<file path="config.mk">
export PLATFORM = sky130hd
export DESIGN_NAME = seed_collector
export DESIGN_NICKNAME = d
export VERILOG_FILES = /design/src/rtl/seed_collector.sv
export SDC_FILE = /design/constraint.sdc
export NUM_CORES = 2
export LEC_CHECK = 0
export BUFFER_PORTS_ARGS = -buffer_cell sky130_fd_sc_hd__buf_2
export CAP_MARGIN = 30
export CORE_MARGIN = 2
export CORE_UTILIZATION = 40
export CTS_CLUSTER_SIZE = 10
export DETAILED_ROUTE_END_ITERATION = 8
export PLACE_DENSITY = 0.67
export SYNTH_ARGS = -nofsm -noshare
export SYNTH_HDL_FRONTEND = slang
export SYNTH_SLANG_ARGS = --single-unit
</file>
<file path="constraint.sdc">
create_clock -name clk -period 6.18 [get_ports clk]
set_clock_uncertainty 0.05 [all_clocks]
set_input_delay 0.309 -clock clk [delete_from_list [all_inputs] [get_ports clk]]
set_output_delay 0.309 -clock clk [all_outputs]
set_load 0.02 [all_outputs]
</file>
<file path="src/rtl/seed_collector.sv">
// Collects AES results for a batch of parent seeds and queues the derived child
// seeds (EXPAND: two per parent, HASH: one per parent) in a small FIFO.
module seed_collector #(
  parameter int DEPTH = 8,
  parameter int CNT_W = 16
) (
  input  logic             clk,
  input  logic             rst,
  input  logic             func,
  input  logic             start,
  input  logic [CNT_W-1:0] batch_len,
  input  logic             in_valid,
  output logic             in_ready,
  input  logic [127:0]     parent_seed,
  input  logic [127:0]     left_ct,
  input  logic [127:0]     right_ct,
  output logic             out_valid,
  input  logic             out_ready,
  output logic [127:0]     out_seed,
  output logic             out_side,
  output logic             busy,
  output logic             done,
  output logic [1:0]       dbg_state
);

  localparam int AW = $clog2(DEPTH);
  localparam int CW = AW + 1;

  typedef enum logic [1:0] {
    S_IDLE  = 2'd0,
    S_RUN   = 2'd1,
    S_DRAIN = 2'd2,
    S_DONE  = 2'd3
  } state_t;

  state_t           state_q, state_d;
  logic             func_q, func_d;
  logic [CNT_W-1:0] len_q, len_d;
  logic [CNT_W-1:0] acc_q, acc_d;
  logic [AW-1:0]    wr_ptr_q, wr_ptr_d;
  logic [AW-1:0]    rd_ptr_q, rd_ptr_d;
  logic [CW-1:0]    count_q, count_d;

  // Each entry is {side, seed}.
  logic [128:0]     mem_q [DEPTH];

  logic [CW-1:0]    free_entries;
  logic [CW-1:0]    need_entries;
  logic             accept;
  logic             pop;
  logic [1:0]       n_push;
  logic [128:0]     head;

  // Handshakes: a transfer happens on a port in any cycle where valid and ready
  // are both high; ready never depends on valid on the same port.
  always_comb begin
    free_entries = CW'(DEPTH) - count_q;
    need_entries = func_q ? CW'(1) : CW'(2);
    in_ready     = (state_q == S_RUN) && (free_entries >= need_entries) && (acc_q != len_q);
    accept       = in_valid && in_ready;
    out_valid    = (count_q != '0);
    pop          = out_valid && out_ready;
    n_push       = accept ? (func_q ? 2'd1 : 2'd2) : 2'd0;
    head         = mem_q[rd_ptr_q];
    out_seed     = out_valid ? head[127:0] : '0;
    out_side     = out_valid & head[128];
    busy         = (state_q != S_IDLE);
    done         = (state_q == S_DONE);
    dbg_state    = state_q;
  end

  always_comb begin
    wr_ptr_d = wr_ptr_q + AW'(n_push);
    rd_ptr_d = rd_ptr_q + AW'(pop);
    count_d  = count_q + CW'(n_push) - CW'(pop);
  end

  always_comb begin
    state_d = state_q;
    func_d  = func_q;
    len_d   = len_q;
    acc_d   = acc_q;
    unique case (state_q)
      S_IDLE: begin
        if (start) begin
          func_d  = func;
          len_d   = batch_len;
          acc_d   = '0;
          state_d = (batch_len == '0) ? S_DONE : S_RUN;
        end
      end
      S_RUN: begin
        if (accept) begin
          acc_d = acc_q + CNT_W'(1);
          if (acc_q + CNT_W'(1) == len_q) begin
            state_d = S_DRAIN;
          end
        end
      end
      S_DRAIN: begin
        // A pop of the last entry finishes the drain on the same edge.
        if ((count_q == '0) || ((count_q == CW'(1)) && pop)) begin
          state_d = S_DONE;
        end
      end
      S_DONE: begin
        state_d = S_IDLE;
      end
      default: state_d = S_IDLE;
    endcase
  end

  always_ff @(posedge clk) begin
    if (rst) begin
      state_q  <= S_IDLE;
      func_q   <= 1'b0;
      len_q    <= '0;
      acc_q    <= '0;
      wr_ptr_q <= '0;
      rd_ptr_q <= '0;
      count_q  <= '0;
    end else begin
      state_q  <= state_d;
      func_q   <= func_d;
      len_q    <= len_d;
      acc_q    <= acc_d;
      wr_ptr_q <= wr_ptr_d;
      rd_ptr_q <= rd_ptr_d;
      count_q  <= count_d;
    end
  end

  // Storage needs no reset: occupancy gates everything that reads it.
  always_ff @(posedge clk) begin
    if (!rst && accept) begin
      if (func_q) begin
        mem_q[wr_ptr_q] <= {1'b0, parent_seed ^ left_ct ^ right_ct};
      end else begin
        mem_q[wr_ptr_q]           <= {1'b0, parent_seed ^ left_ct};
        mem_q[wr_ptr_q + AW'(1)]  <= {1'b1, parent_seed ^ right_ct};
      end
    end
  end

endmodule

</file>
==> out/metrics.yaml <==
core_area_sq_um: 140000
synth_ff_type: "edfxtp_1"
p_switching_uw: 7600
clkSlewWorstSetupHoldPaths_ns: 0.06
seqPwrFrac_pct: 36.8
synth-warning-count: 0
slew-limit-headroom_pct: 24.1
netlist_area_sq_um: 56400
finalMaxSlewViolations: 0
grt_first_pass_wirelength_microns: 253000
drv_cap: 0
portBuffers: 540
stdcell_area_sq_um: 64700
cts_htree_levels: 4
worst_pin_slew_ns: 1.13
p_clk_share_pct: 31.0
num_vias: 38600
synth_area_per_cell_sq_um: 14.8
power.leakage_uw: 0.0220
dp.cells: 5949
antenna_found_initial: 5
clock.fmax_mhz: 200
hp-class: "in -> reg"
crit_path_start_kind: "flop"
combPwrFrac_pct: 32.2
endpoint_kind: "flop"
status: "complete, no violations"
yosysSeqAreaShare_pct: 56.4
power_density_nw_per_um2: 352
rsz0062_at_grt: "no"
hold_violations: 0
crit_arrival_ns: 5.31
path_cells: "inv_1, ha_1, ha_1, o21ai_0, a31oi_4, nand3_4, nor2_1, nand3_4, nand2_4, buf_4"
critPathRequiredTime_ns: 6.50
clock_path_buffers: 3
cts_root_buf: "clkbuf_16"
drc: 0
min_period_ns: 4.99
setup_violations: 0
period_share_pct: 80.7
cp_num_buf_inv: 2
sw_frac_of_total_pct: 33.4
multi_input_area_sq_um: 22900
start_util_pct: 40.3
slowest_stage: "nand2_4"
post_layout_nonfiller_instances: 6153
regArea_sq_um: 31800
dp_hpwl_microns: 97800
drt-wirelength-per-cell_microns: 28.5
crit_type: "reg -> reg"
synth_nets: 4246
io_pins: 541
drive_above_1_share_pct: 30.4
die-area_sq_um: 144000
areaGrowthSynthToFinish_pct: 14.9
tns_ns: 0
drt_iter0_drc: 4645
vias_per_cell: 6.27
grt_max_degree: 131
clk_latency_ns: 0.74
synth_cell_types: 58
placed_cell_area_sq_um: 60700
rrSetupSlack_ns: 1.19
synth-edff-count: 1024
async_flop_share_pct: 0
yosys_register_bits: 1077
fill_cells: 12100
cts_tree: "done"
grt_pass1_vias: 39000
intPower_uw: 15200
synthCells: 3818
cts_resized: 0
fp.dieH_microns: 379
ant_nets: 0
grt.overflow.total: 0
die_x_microns: 379
cp_max_fo: 36
cpPeakStageDelay_ns: 0.72
grt_usage_pct: 23.8
cts_setup_buffers: 0
ctsHoldBuffers: 17
cts.sinks: 1077
gp_congestion: 0.828
cts_made_buffers: 131
drtPass1Iterations: 6
totalWireLength_microns: 175000
ir_worst_vdd_uv: 260
layout_common_cells: "1024 x o22ai_1, 1024 x edfxtp_1, 540 x buf_2"
row_count: 137
fin_nets: 4658
critPathTopFamily: "simple AND/OR/NAND/NOR gates"
finalPower_uw: 22800
## tightest hold or removal path, cell delays in order
cell and delay (ns):
buf_2 0.09, and2_1 0.15, ha_1 0.13, nor2b_1 0.11
## synthesized netlist by cell type, types with 6 or more instances
master | instances | share of area (%)
xnor2_1 | 271 | 4.2
nand2_1 | 96 | 0.64
clkbuf_1 | 173 | 1.2
nand2_2 | 7 | 0.078
edfxtp_1 | 1024 | 55
a21oi_1 | 31 | 0.28
nor2b_1 | 7 | 0.078
buf_12 | 11 | 0.39
inv_1 | 22 | 0.15
buf_1 | 21 | 0.14
nand3_1 | 12 | 0.11
nand2_4 | 100 | 2.0
nor3_1 | 6 | 0.053
xor2_1 | 23 | 0.36
buf_2 | 140 | 1.2
nor2_1 | 159 | 1.1
nand4_1 | 12 | 0.13
xnor2_2 | 22 | 0.63
ha_1 | 20 | 0.44
mux2i_1 | 129 | 2.3
o21ai_0 | 10 | 0.089
or3_1 | 12 | 0.13
nor4_1 | 9 | 0.10
o22ai_1 | 1024 | 11
dfxtp_1 | 53 | 1.9
xnor2_4 | 106 | 5.2
mux4_2 | 258 | 10
## logic make-up after synthesis
kind of cell	after synthesis	share of synthesized area, %
simple gates	449	4.80
xor+xnor	422	10.4
flops	1077	56.4
buf+inv	376	3.21
fa+ha+maj	22	0.515
compound gates	1085	12.0
mux	387	12.6
## power groups by stage
| stage | sequential [uW] | clock, uW | combinational [uW] |
|---|---|---|---|
| after global placement | 8520 | 0 | 7280 |
| after CTS | 8380 | 7110 | 7370 |
| after floorplan | 8420 | 0 | 5140 |
| after global routing | 8400 | 7380 | 7800 |
| after detailed placement | 8520 | 0 | 7330 |
| final | 8370 | 7060 | 7330 |
## cell type report
cell class	instances	area share, %
flip-flops and latches	1077	49.2
multi-input cells	2365	35.4
repair buffers	633	5.85
clock buffers	155	5.32
well taps	1876	3.63
clock inverters	24	0.530
inverters	22	0.128
diodes	1	0.00387
## flip-flops by register name, indices dropped and copies added (netlist names)
name	cells
acc_q	16
len_q	16
wr_ptr_q	3
func_q	1
count_q	4
rd_ptr_q	3
mem_q	1032
dbg_state	2
## per-stage QoR
| step | hold WS [ns] | util [%] | worst slack [ns] |
|---|---|---|---|
| after detailed placement | 0.382 | 43.5 | 1.25 |
| after floorplan | 0.368 | - | 0.707 |
| after global routing | 0.0456 | 46.3 | 0.981 |
| final | 0.0466 | 46.3 | 1.19 |
| after CTS | 0.00236 | 46.3 | 1.17 |
| after global placement | 0.376 | 43.4 | 1.22 |
## final timing paths
kind | start | endpoint | cells after the start
hold reg to reg | mem_q[0][128] | mem_q[0][128] | 2
setup / recovery | count_q[0] | mem_q[7][6] | 10
setup reg to reg | count_q[0] | mem_q[7][6] | 10
hold / removal | out_ready | rd_ptr_q[0] | 4
## metal layers
| layer | vias to the layer above | part of all wire (%) | GRT usage (%) |
|---|---|---|---|
| met3 | 362 | 10 | 4.36 |
| met2 | 2499 | 48 | 38.5 |
| li1 | 16300 | - | - |
| met1 | 19400 | 39 | 32.1 |
| met4 | 2 | 3.2 | 8.27 |
| met5 | - | 0.0074 | 0 |
Note: power is estimated with default switching activity, not from simulation.
